File: src/rtl/tree_sum_sched_if.sv
// tree_sum_sched_if
// Bundles the handshake and operand buses of the tree-adder scheduler.
//   cmd_*  : job command (chunk count) from the layer controller
//   in_*   : 32-operand chunk stream
//   add_op / tree_sum : registered operand bus to, and sum from, the shared adder
//   out_*  : per-job result handshake
//   busy   : scheduler is not idle
// Modports: master = controller/adder side, slave = scheduler.

interface tree_sum_sched_if #(
    parameter int unsigned LEN_W = 8
);
    logic             cmd_valid;
    logic             cmd_ready;
    logic [LEN_W-1:0] cmd_len;
    logic             in_valid;
    logic             in_ready;
    logic [511:0]     in_data;
    logic [511:0]     add_op;
    logic [15:0]      tree_sum;
    logic             out_valid;
    logic             out_ready;
    logic [15:0]      out_data;
    logic             busy;

    modport master (
        output cmd_valid, cmd_len, in_valid, in_data, tree_sum, out_ready,
        input  cmd_ready, in_ready, add_op, out_valid, out_data, busy
    );

    modport slave (
        input  cmd_valid, cmd_len, in_valid, in_data, tree_sum, out_ready,
        output cmd_ready, in_ready, add_op, out_valid, out_data, busy
    );
endinterface

File: src/rtl/tree_sum_sched.sv
// tree_sum_sched
// Time-shares one external 32-input, 16-bit signed combinational tree adder to
// build dot-product sums longer than 32 terms. A job command gives the chunk
// count; chunks are registered onto add_op, and the adder's per-chunk sum is
// accumulated one cycle later into a signed ACC_W accumulator. One 16-bit
// result per job is returned through a valid/ready handshake.
//
// Ports:
//   clk   : system clock, rising edge
//   rst_n : asynchronous active-low reset
//   bus   : tree_sum_sched_if.slave (command, chunk stream, adder bus, result)
//
// Build option: define TREE_SUM_SCHED_SAT_EN to saturate the final result to
// the 16-bit signed range; otherwise the result is acc[15:0].

module tree_sum_sched #(
    parameter int unsigned LEN_W = 8,
    parameter int unsigned ACC_W = 24
) (
    input logic              clk,
    input logic              rst_n,
    tree_sum_sched_if.slave  bus
);

    typedef enum logic [1:0] {
        StIdle,
        StFeed,
        StDrain,
        StDone
    } state_e;

    localparam logic [LEN_W-1:0] RemOne = {{(LEN_W-1){1'b0}}, 1'b1};

    state_e             state_q, state_d;
    logic [511:0]       add_op_q, add_op_d;
    logic               op_vld_q, op_vld_d;
    logic [ACC_W-1:0]   acc_q, acc_d;
    logic [LEN_W-1:0]   rem_q, rem_d;
    logic               out_valid_q, out_valid_d;
    logic [15:0]        out_data_q, out_data_d;

`ifdef TREE_SUM_SCHED_SAT_EN
    // Result fits in 16 signed bits only if bits [ACC_W-1:15] are all equal.
    logic acc_ovf;
    assign acc_ovf = ~((&acc_d[ACC_W-1:15]) | ~(|acc_d[ACC_W-1:15]));
`endif

    always_comb begin
        state_d     = state_q;
        add_op_d    = add_op_q;
        op_vld_d    = 1'b0;
        acc_d       = acc_q;
        rem_d       = rem_q;
        out_valid_d = out_valid_q;
        out_data_d  = out_data_q;

        // The adder output belongs to the chunk registered last cycle.
        if (op_vld_q) begin
            acc_d = acc_q + {{(ACC_W-16){bus.tree_sum[15]}}, bus.tree_sum};
        end

        unique case (state_q)
            StIdle: begin
                if (bus.cmd_valid) begin
                    acc_d = '0;
                    rem_d = bus.cmd_len;
                    if (bus.cmd_len == '0) begin
                        out_data_d  = '0;
                        out_valid_d = 1'b1;
                        state_d     = StDone;
                    end else begin
                        state_d = StFeed;
                    end
                end
            end
            StFeed: begin
                // Without a handshake add_op holds to avoid toggling the adder.
                if (bus.in_valid) begin
                    add_op_d = bus.in_data;
                    op_vld_d = 1'b1;
                    rem_d    = rem_q - RemOne;
                    if (rem_q == RemOne) begin
                        state_d = StDrain;
                    end
                end
            end
            StDrain: begin
                // acc_d already includes the last chunk here.
`ifdef TREE_SUM_SCHED_SAT_EN
                if (acc_ovf) begin
                    out_data_d = acc_d[ACC_W-1] ? 16'h8000 : 16'h7fff;
                end else begin
                    out_data_d = acc_d[15:0];
                end
`else
                out_data_d = acc_d[15:0];
`endif
                out_valid_d = 1'b1;
                state_d     = StDone;
            end
            StDone: begin
                if (bus.out_ready) begin
                    out_valid_d = 1'b0;
                    state_d     = StIdle;
                end
            end
            default: begin
                state_d = StIdle;
            end
        endcase
    end

    always_ff @(posedge clk or negedge rst_n) begin
        if (!rst_n) begin
            state_q     <= StIdle;
            add_op_q    <= '0;
            op_vld_q    <= 1'b0;
            acc_q       <= '0;
            rem_q       <= '0;
            out_valid_q <= 1'b0;
            out_data_q  <= '0;
        end else begin
            state_q     <= state_d;
            add_op_q    <= add_op_d;
            op_vld_q    <= op_vld_d;
            acc_q       <= acc_d;
            rem_q       <= rem_d;
            out_valid_q <= out_valid_d;
            out_data_q  <= out_data_d;
        end
    end

    assign bus.cmd_ready = (state_q == StIdle);
    assign bus.in_ready  = (state_q == StFeed);
    assign bus.busy      = (state_q != StIdle);
    assign bus.add_op    = add_op_q;
    assign bus.out_valid = out_valid_q;
    assign bus.out_data  = out_data_q;

endmodule

File: src/flat_wrapper.sv
// flat-port wrapper written by rule: the top's interface ports become plain ports
module tree_sum_sched_flat 
#(
    parameter int unsigned LEN_W = 8,
    parameter int unsigned ACC_W = 24
)
  (clk, rst_n, bus_cmd_valid, bus_cmd_len, bus_in_valid, bus_in_data, bus_tree_sum, bus_out_ready, bus_cmd_ready, bus_in_ready, bus_add_op, bus_out_valid, bus_out_data, bus_busy);
  tree_sum_sched_if #(.LEN_W(LEN_W)) bus_i ();
  input logic clk;
  input logic rst_n;
  input wire logic [$bits(bus_i.cmd_valid)-1:0] bus_cmd_valid;
  input wire logic [$bits(bus_i.cmd_len)-1:0] bus_cmd_len;
  input wire logic [$bits(bus_i.in_valid)-1:0] bus_in_valid;
  input wire logic [$bits(bus_i.in_data)-1:0] bus_in_data;
  input wire logic [$bits(bus_i.tree_sum)-1:0] bus_tree_sum;
  input wire logic [$bits(bus_i.out_ready)-1:0] bus_out_ready;
  output wire logic [$bits(bus_i.cmd_ready)-1:0] bus_cmd_ready;
  output wire logic [$bits(bus_i.in_ready)-1:0] bus_in_ready;
  output wire logic [$bits(bus_i.add_op)-1:0] bus_add_op;
  output wire logic [$bits(bus_i.out_valid)-1:0] bus_out_valid;
  output wire logic [$bits(bus_i.out_data)-1:0] bus_out_data;
  output wire logic [$bits(bus_i.busy)-1:0] bus_busy;
  assign bus_i.cmd_valid = bus_cmd_valid;
  assign bus_i.cmd_len = bus_cmd_len;
  assign bus_i.in_valid = bus_in_valid;
  assign bus_i.in_data = bus_in_data;
  assign bus_i.tree_sum = bus_tree_sum;
  assign bus_i.out_ready = bus_out_ready;
  assign bus_cmd_ready = bus_i.cmd_ready;
  assign bus_in_ready = bus_i.in_ready;
  assign bus_add_op = bus_i.add_op;
  assign bus_out_valid = bus_i.out_valid;
  assign bus_out_data = bus_i.out_data;
  assign bus_busy = bus_i.busy;
  tree_sum_sched #(.LEN_W(LEN_W), .ACC_W(ACC_W)) u_core (.clk(clk), .rst_n(rst_n), .bus(bus_i));
endmodule
File: config.mk
export PLATFORM = sky130hd
export DESIGN_NAME = tree_sum_sched_flat
export DESIGN_NICKNAME = d
export VERILOG_FILES = /design/src/rtl/tree_sum_sched_if.sv /design/src/rtl/tree_sum_sched.sv /design/src/flat_wrapper.sv
export SDC_FILE = /design/constraint.sdc
export NUM_CORES = 1
export LEC_CHECK = 0
export CORE_AREA = 4 4 416 418
export CTS_BUF_LIST = sky130_fd_sc_hd__clkbuf_8
export CTS_CLUSTER_DIAMETER = 60
export DETAILED_ROUTE_END_ITERATION = 8
export DIE_AREA = 0 0 420 422
export DONT_BUFFER_PORTS = 1
export HOLD_SLACK_MARGIN = 0.08
export MAX_ROUTING_LAYER = met4
export SLEW_MARGIN = 20
export SYNTH_ARGS = -nofsm -noshare
export SYNTH_HDL_FRONTEND = slang
export SYNTH_SLANG_ARGS = --single-unit
File: constraint.sdc
create_clock -name clk -period 2.2 [get_ports clk]
set_input_delay 0.44 -clock clk [delete_from_list [all_inputs] [get_ports clk]]
set_output_delay 0.44 -clock clk [all_outputs]
set_load 0.05 [all_outputs]
Yosys cells after proc, flatten, opt, wreduce, memory -nomap -nowiden
Cells that the tools add are included.
{"block": "op_classes", "addsub": 2, "n_eq_ne": 9, "muxes": 21, "reduce_logical": 11}
{"operator": "$mux W24", "count": 3}
{"operator": "$mux W16", "count": 2}
{"operator": "$pmux W16 S2", "count": 1}
{"operator": "$add A24 B24 Y24", "count": 1}
{"operator": "$mux W8", "count": 2}
{"operator": "$pmux W8 S2", "count": 1}
{"operator": "$mux W2", "count": 5}
{"operator": "$eq A8 B1 Y1 const B", "count": 1}
{"operator": "$logic_not A8 Y1", "count": 1}
{"operator": "$pmux W2 S4", "count": 1}
{"operator": "$reduce_and A4 Y1", "count": 2}
{"operator": "$sub A8 B1 Y8 const B", "count": 1}
{"operator": "$ne A2 B2 Y1 const B", "count": 3}
{"operator": "$reduce_and A3 Y1", "count": 2}
{"operator": "$reduce_bool A2 Y1", "count": 3}
{"operator": "$mux W1", "count": 5}
{"operator": "$eq A2 B2 Y1 const B", "count": 2}
{"operator": "$ne A2 B1 Y1 const B", "count": 2}
{"operator": "$pmux W1 S3", "count": 1}
{"operator": "$reduce_bool A3 Y1", "count": 1}
{"operator": "$eq A2 B1 Y1 const B", "count": 1}
{"operator": "$logic_not A2 Y1", "count": 1}
{"operator": "$reduce_and A2 Y1", "count": 1}
{"block": "totals", "ff_bits": 564, "in_bits": 541, "output_inout_bits": 532, "wordCells": 50}

Logic depth before layout (Yosys ltp)
{"block": "depth", "depth_word": 4, "depth_mapped": 9, "depth_no_buf": 8}

Least setup slack after synthesis
No wires, ideal clock.
{"block": "synth_path", "path_kind": "register -> register", "startpoint": "register u_core.state_q[0]", "endpoint": "register u_core.rem_q[2]", "setup_time_ps": 77, "arrival_time_ps": 2438, "required_time_ps": 2123, "setup_slack_ps": -316, "stages_incl_launch_ff": 10, "path_buffers": 2, "period_less_slack_ps": 2516, "path_cell_list": "dfrtp_1 -> inv_1 -> ha_1 -> inv_1 -> o21ai_0 -> nor2b_1 -> clkbuf_1 -> buf_2 -> o22ai_1 -> a21oi_1"}
{"block": "synth_between", "elab_chain_cells": 3, "word_cells_on_any_way": 7, "classes_between": "eq/ne (3); mux (1); reduce/logical (3)"}
{"item": "start: declaration", "line_no": "tree_sum_sched.sv:34", "rtl": "state_e state_q, state_d;"}
{"item": "start signal: assignment", "line_no": "tree_sum_sched.sv:115", "rtl": "state_q <= StIdle;"}
{"item": "start signal: assignment", "line_no": "tree_sum_sched.sv:123", "rtl": "state_q <= state_d;"}
{"item": "$logic_not A2 Y1 *"}
{"item": "net bus_cmd_ready", "line_no": "flat_wrapper.sv:17", "rtl": "output wire logic [$bits(bus_i.cmd_ready)-1:0] bus_cmd_ready;"}
{"item": "$ne A2 B2 Y1 (no source line) or $reduce_bool A2 Y1 (tied branches)"}
{"item": "$reduce_and A3 Y1 (no source line)"}
{"item": "end signal: assignment", "line_no": "tree_sum_sched.sv:127", "rtl": "rem_q <= rem_d;"}
{"item": "end: declaration", "line_no": "tree_sum_sched.sv:38", "rtl": "logic [LEN_W-1:0] rem_q, rem_d;"}
Mark *: on every way through the listed nets, which the timed path passes. The rest lies on a longest branch.
A chain may end at the register's enable or synchronous reset.

Final worst setup path
{"block": "layout_path", "startpoint": "register u_core.state_q[0]", "endpoint": "register u_core.out_data_q[15] (netlist: u_core.bus.out_data[15])"}
{"block": "layout_between", "elab_chain_cells": 3, "word_cells_on_any_way": 7, "classes_between": "eq/ne (3); mux (1); reduce/logical (3)"}
{"item": "$logic_not A2 Y1 or $eq A2 B2 Y1 (tied branches)", "line_no": "tree_sum_sched.sv:62", "rtl": "unique case (state_q)"}
{"item": "$ne A2 B1 Y1 (no source line), or another cell as far along"}
{"item": "$reduce_and A3 Y1 (no source line)"}
{"item": "end signal: assignment", "line_no": "tree_sum_sched.sv:129", "rtl": "out_data_q <= out_data_d;"}
{"item": "end: declaration", "line_no": "tree_sum_sched.sv:40", "rtl": "logic [15:0] out_data_q, out_data_d;"}
Parallel ways exist; a longest one is shown, timed or not.

==> summary.txt <==
Routing
  – DRT Pass-1 Iters: 6
  – Residual DRC: 0
  – Final wirelength: around 150,000 um
  – First DRT Iteration DRCs: 1,769
  – Via count: 20,800
  – Wire per inst: ~27 um
  – Vias per cell: about 3.7
  – Routed Antenna Nets: 0

Setup path
  – Critical path's largest stage delay: about 420 ps
  – Critical path arrival: between 3000 and 4000 ps
  – Worst Path Max Fanout: 4
  – Slowest cell on crit path: dfrtp_1
  – WS Path Type: register to register
  – Crit path cell chain: inv_2 > ha_4 > buf_6 > buf_6 > nor4b_4 > a41oi_2 > buf_12 > or2_4 > nor4b_4 > mux2i_1 > nand3_1
  – CP Launch Type: register
  – Critical path capture point type: register
  – Data required, critical path: 2970 ps

CTS
  – CTS tree: yes
  – Total CTS buffers: 110
  – Clk buf depth: 3
  – Worst-Skew Late Latency: 840 ps
  – H-tree depth: 3
  – Clk sinks: 556
  – CTS root buf: clkbuf_8
  – Clock transition at path regs: 60 ps
  – CTS Hold Bufs: about 570

Yosys
  – Main combinational cell family by area after synthesis: simple AND/OR/NAND/NOR gates
  – Primary FF master, synth: dfrtp_1
  – Yosys cell types: 54
  – YS warnings: 0
  – Seq/Total Area, Yosys: 63.5%
  – Avg Cell Area, Syn: between 8 and 9 um2
  – Post-synthesis mux area share: 0.777%
  – Adder-cell share of the synthesized area: 1.29%
  – Synth Area in Compound Gates: 2.73%
  – Xor and xnor fraction of the mapped netlist area: 0.400%
  – Syn_nets: roughly 3,000
  – Number of synthesized flops with an enable pin: 0
  – Synthesized area: 21,900 um2
  – Post-synthesis simple-gate area fraction: 28.8%
  – Synth Instances: 2,483
  – Post-synth ARST share: between 90% and 100%
  – FF+latch count, synth: 556

Floorplanning
  – Initial Util: 12.9%
  – Die Span Y: between 400 and 500 um
  – Rows: 151
  – Die area: ~180,000 um2
  – Die Wd: 420 um
  – Ports: 1,073
  – Core ar.: 169,000 um2

Timing
  – Setup Skew: 42.4 ps
  – F_max: ~440 MHz
  – Endpoints failing setup: 8
  – WHS: -715 ps
  – Actual slew at the worst max-slew pin: 1060 ps
  – Tcrit/Tclk final: 104%
  – Final setup TNS: -233 ps
  – Crit path time final: 2280 ps
  – Setup WS post-layout: -79.5 ps
  – RSZ-0062 raised after global routing: true
  – Final hold viol count: 261
  – Max-slew headroom: 29.1%
  – Slew Viols, Final: 0

Final layout
  – Most frequent cells in the layout: nand2_1 (1,572), dlygate4sd3_1 (565), dfrtp_1 (444), clkbuf_8 (137), dfrtp_2 (112)
  – Area grow syn2layout: 54.7%
  – Layout cells sized above 1: 12.9%
  – FF/Latch Area: ~14,000 um2
  – Commonest non-fill, non-tap cell in the layout: nand2_1
  – Final Util: 20.0%
  – Final #Nets: ~3,700
  – Post-route cell area: 33,900 um2
  – Multi-input combinational cell area: approximately 7600 um2
  – Fillers: ~18,000

Run status
  – Status: finished, violations left
  – Failing checks: hold timing, setup timing

Pwr
  – Pwr Total: 0.0626 W
  – PwrDens: roughly 1800 nW/um2
  – VDD IR max: between 0.0007 and 0.0008 V
  – Leakage: 16.1 nW

Global routing
  – First-pass GRT wire length: 194,000 um
  – GR Overflow Total: 0
  – Vias in the first global route: 20,800
  – Initial antenna violation count: 187
  – Largest net degree at the start of global routing: 557
  – GRT Overall Usage: 16.6%

Place
  – I/O Buffers: 0
  – Routability cong.: 1.00
  – Placed Area: between 20,000 and 25,000 um2
  – Pre-CTS setup slack: -157 ps
  – Post-DP HPWL: 121,000 um

Min path
  – HP Class: input pin to asynchronous set/reset pin

Job
  – Max Cap Viol: 0
==> cell usage after synthesis, types with 2 or more instances <==
library cell | number | area share (%)
xnor2_1 | 7 | 0.28
nor2_1 | 27 | 0.46
mux2i_1 | 17 | 0.78
a32oi_1 | 3 | 0.12
a21oi_1 | 24 | 0.55
nor2b_1 | 4 | 0.11
a21o_1 | 4 | 0.14
a31oi_1 | 2 | 0.057
clkbuf_1 | 118 | 2.0
o211ai_1 | 3 | 0.10
dfrtp_1 | 556 | 64
nand2_1 | 1574 | 27
a21oi_2 | 2 | 0.080
a31o_2 | 2 | 0.080
nand3_1 | 11 | 0.25
inv_1 | 14 | 0.24
o21ai_0 | 29 | 0.66
nor3_1 | 8 | 0.18
ha_1 | 21 | 1.2
nor3b_1 | 2 | 0.069
buf_1 | 3 | 0.051
nand2b_1 | 2 | 0.057
or3_1 | 3 | 0.086
o22ai_1 | 6 | 0.17
o31ai_1 | 6 | 0.21
xor2_1 | 3 | 0.12
buf_2 | 3 | 0.069
and2_1 | 2 | 0.057
and3_1 | 2 | 0.057
==> power breakdown <==
group,internal (W),switching (W)
Sequential,0.0149,0.0221
Clock,0.00646,0.00519
Combinational,0.00496,0.00895
Total,0.0263,0.0363
==> flip-flops by register name, indices dropped and copies added, names as in the netlist, named ones only <==
signal / flops
u_core.acc_q: 9
u_core.bus.out_valid: 1
u_core.bus.out_data: 16
u_core.op_vld_q: 1
u_core.bus.add_op: 512
u_core.rem_q: 8
u_core.state_q: 2
==> cell type report <==
| class | instances | area share, % |
|---|---|---|
| sequential | 556 | 41.5 |
| multi-input combinational | 1786 | 22.4 |
| timing repair buffer | 651 | 19.5 |
| tap | 2218 | 8.19 |
| clock buffer | 137 | 5.57 |
| clock inverter | 63 | 1.51 |
| antenna | 150 | 1.11 |
| inverter | 16 | 0.225 |
==> critical path, delay by kind of cell (launching register included) <==
family	cells	cell delay [ps]
compound gates	1	180
fa+ha+maj	1	170
buf+inv	4	450
flops	1	420
mux	1	110
simple gates	4	860
==> cell families (layout without fill, tap and decap cells) <==
group                      Yosys count  in the layout
other                                0            150
muxes                               17             17
adders and majority gates           22             22
DFF                                556            556
and+or+nand+nor                   1644           1644
xor gates and xnor gates            10             10
AOI/OAI and AO/OA                   93             93
buffers and inverters              141            867
==> path summary, 6_finish.rpt <==
check                                        from                      end  slack (ps)  depth (start not counted)
max                             u_core.state_q[0]  u_core.bus.out_data[15]         -80                         11
min                                         rst_n    u_core.bus.add_op[18]        -720                          0
max reg2reg                     u_core.state_q[0]  u_core.bus.out_data[15]         -80                         11
min reg2reg                u_core.bus.add_op[379]   u_core.bus.add_op[379]         480                          2
max in group asynchronous                   rst_n  u_core.bus.out_data[13]         340                          3
min in group clk                    bus_cmd_valid   u_core.bus.out_data[6]         240                          5
==> metrics by stage <==
| step | std cells | hold slack (ps) |
|---|---|---|
| 6_report | 5577 | -715 |
| 5_1_grt | 5569 | -834 |
| 4_1_cts | 5420 | -876 |
| 3_5_place_dp | 4646 | 167 |
| 3_3_place_gp | 4646 | 165 |
| 2_1_floorplan | 2483 | 144 |
==> routing by layer <==
metal / GRT usage (%) / up-vias / wire length [um]
met4: 8.27 / 0 / 8870
met3: 7.03 / 329 / 16700
met2: 26.4 / 1244 / 69500
met5: - / - / 0
met1: 17.8 / 10100 / 53800
li1: - / 9183 / -
==> timing repair <==
item,4_1_cts,5_1_grt
setup buffers,9,4
pin swaps,4,3
endpoints found under the hold margin,1107,261
endpoints found under the setup margin,120,97
gates cloned,0,1
gates resized for setup,130,32
(Power assumes the default switching activity.)
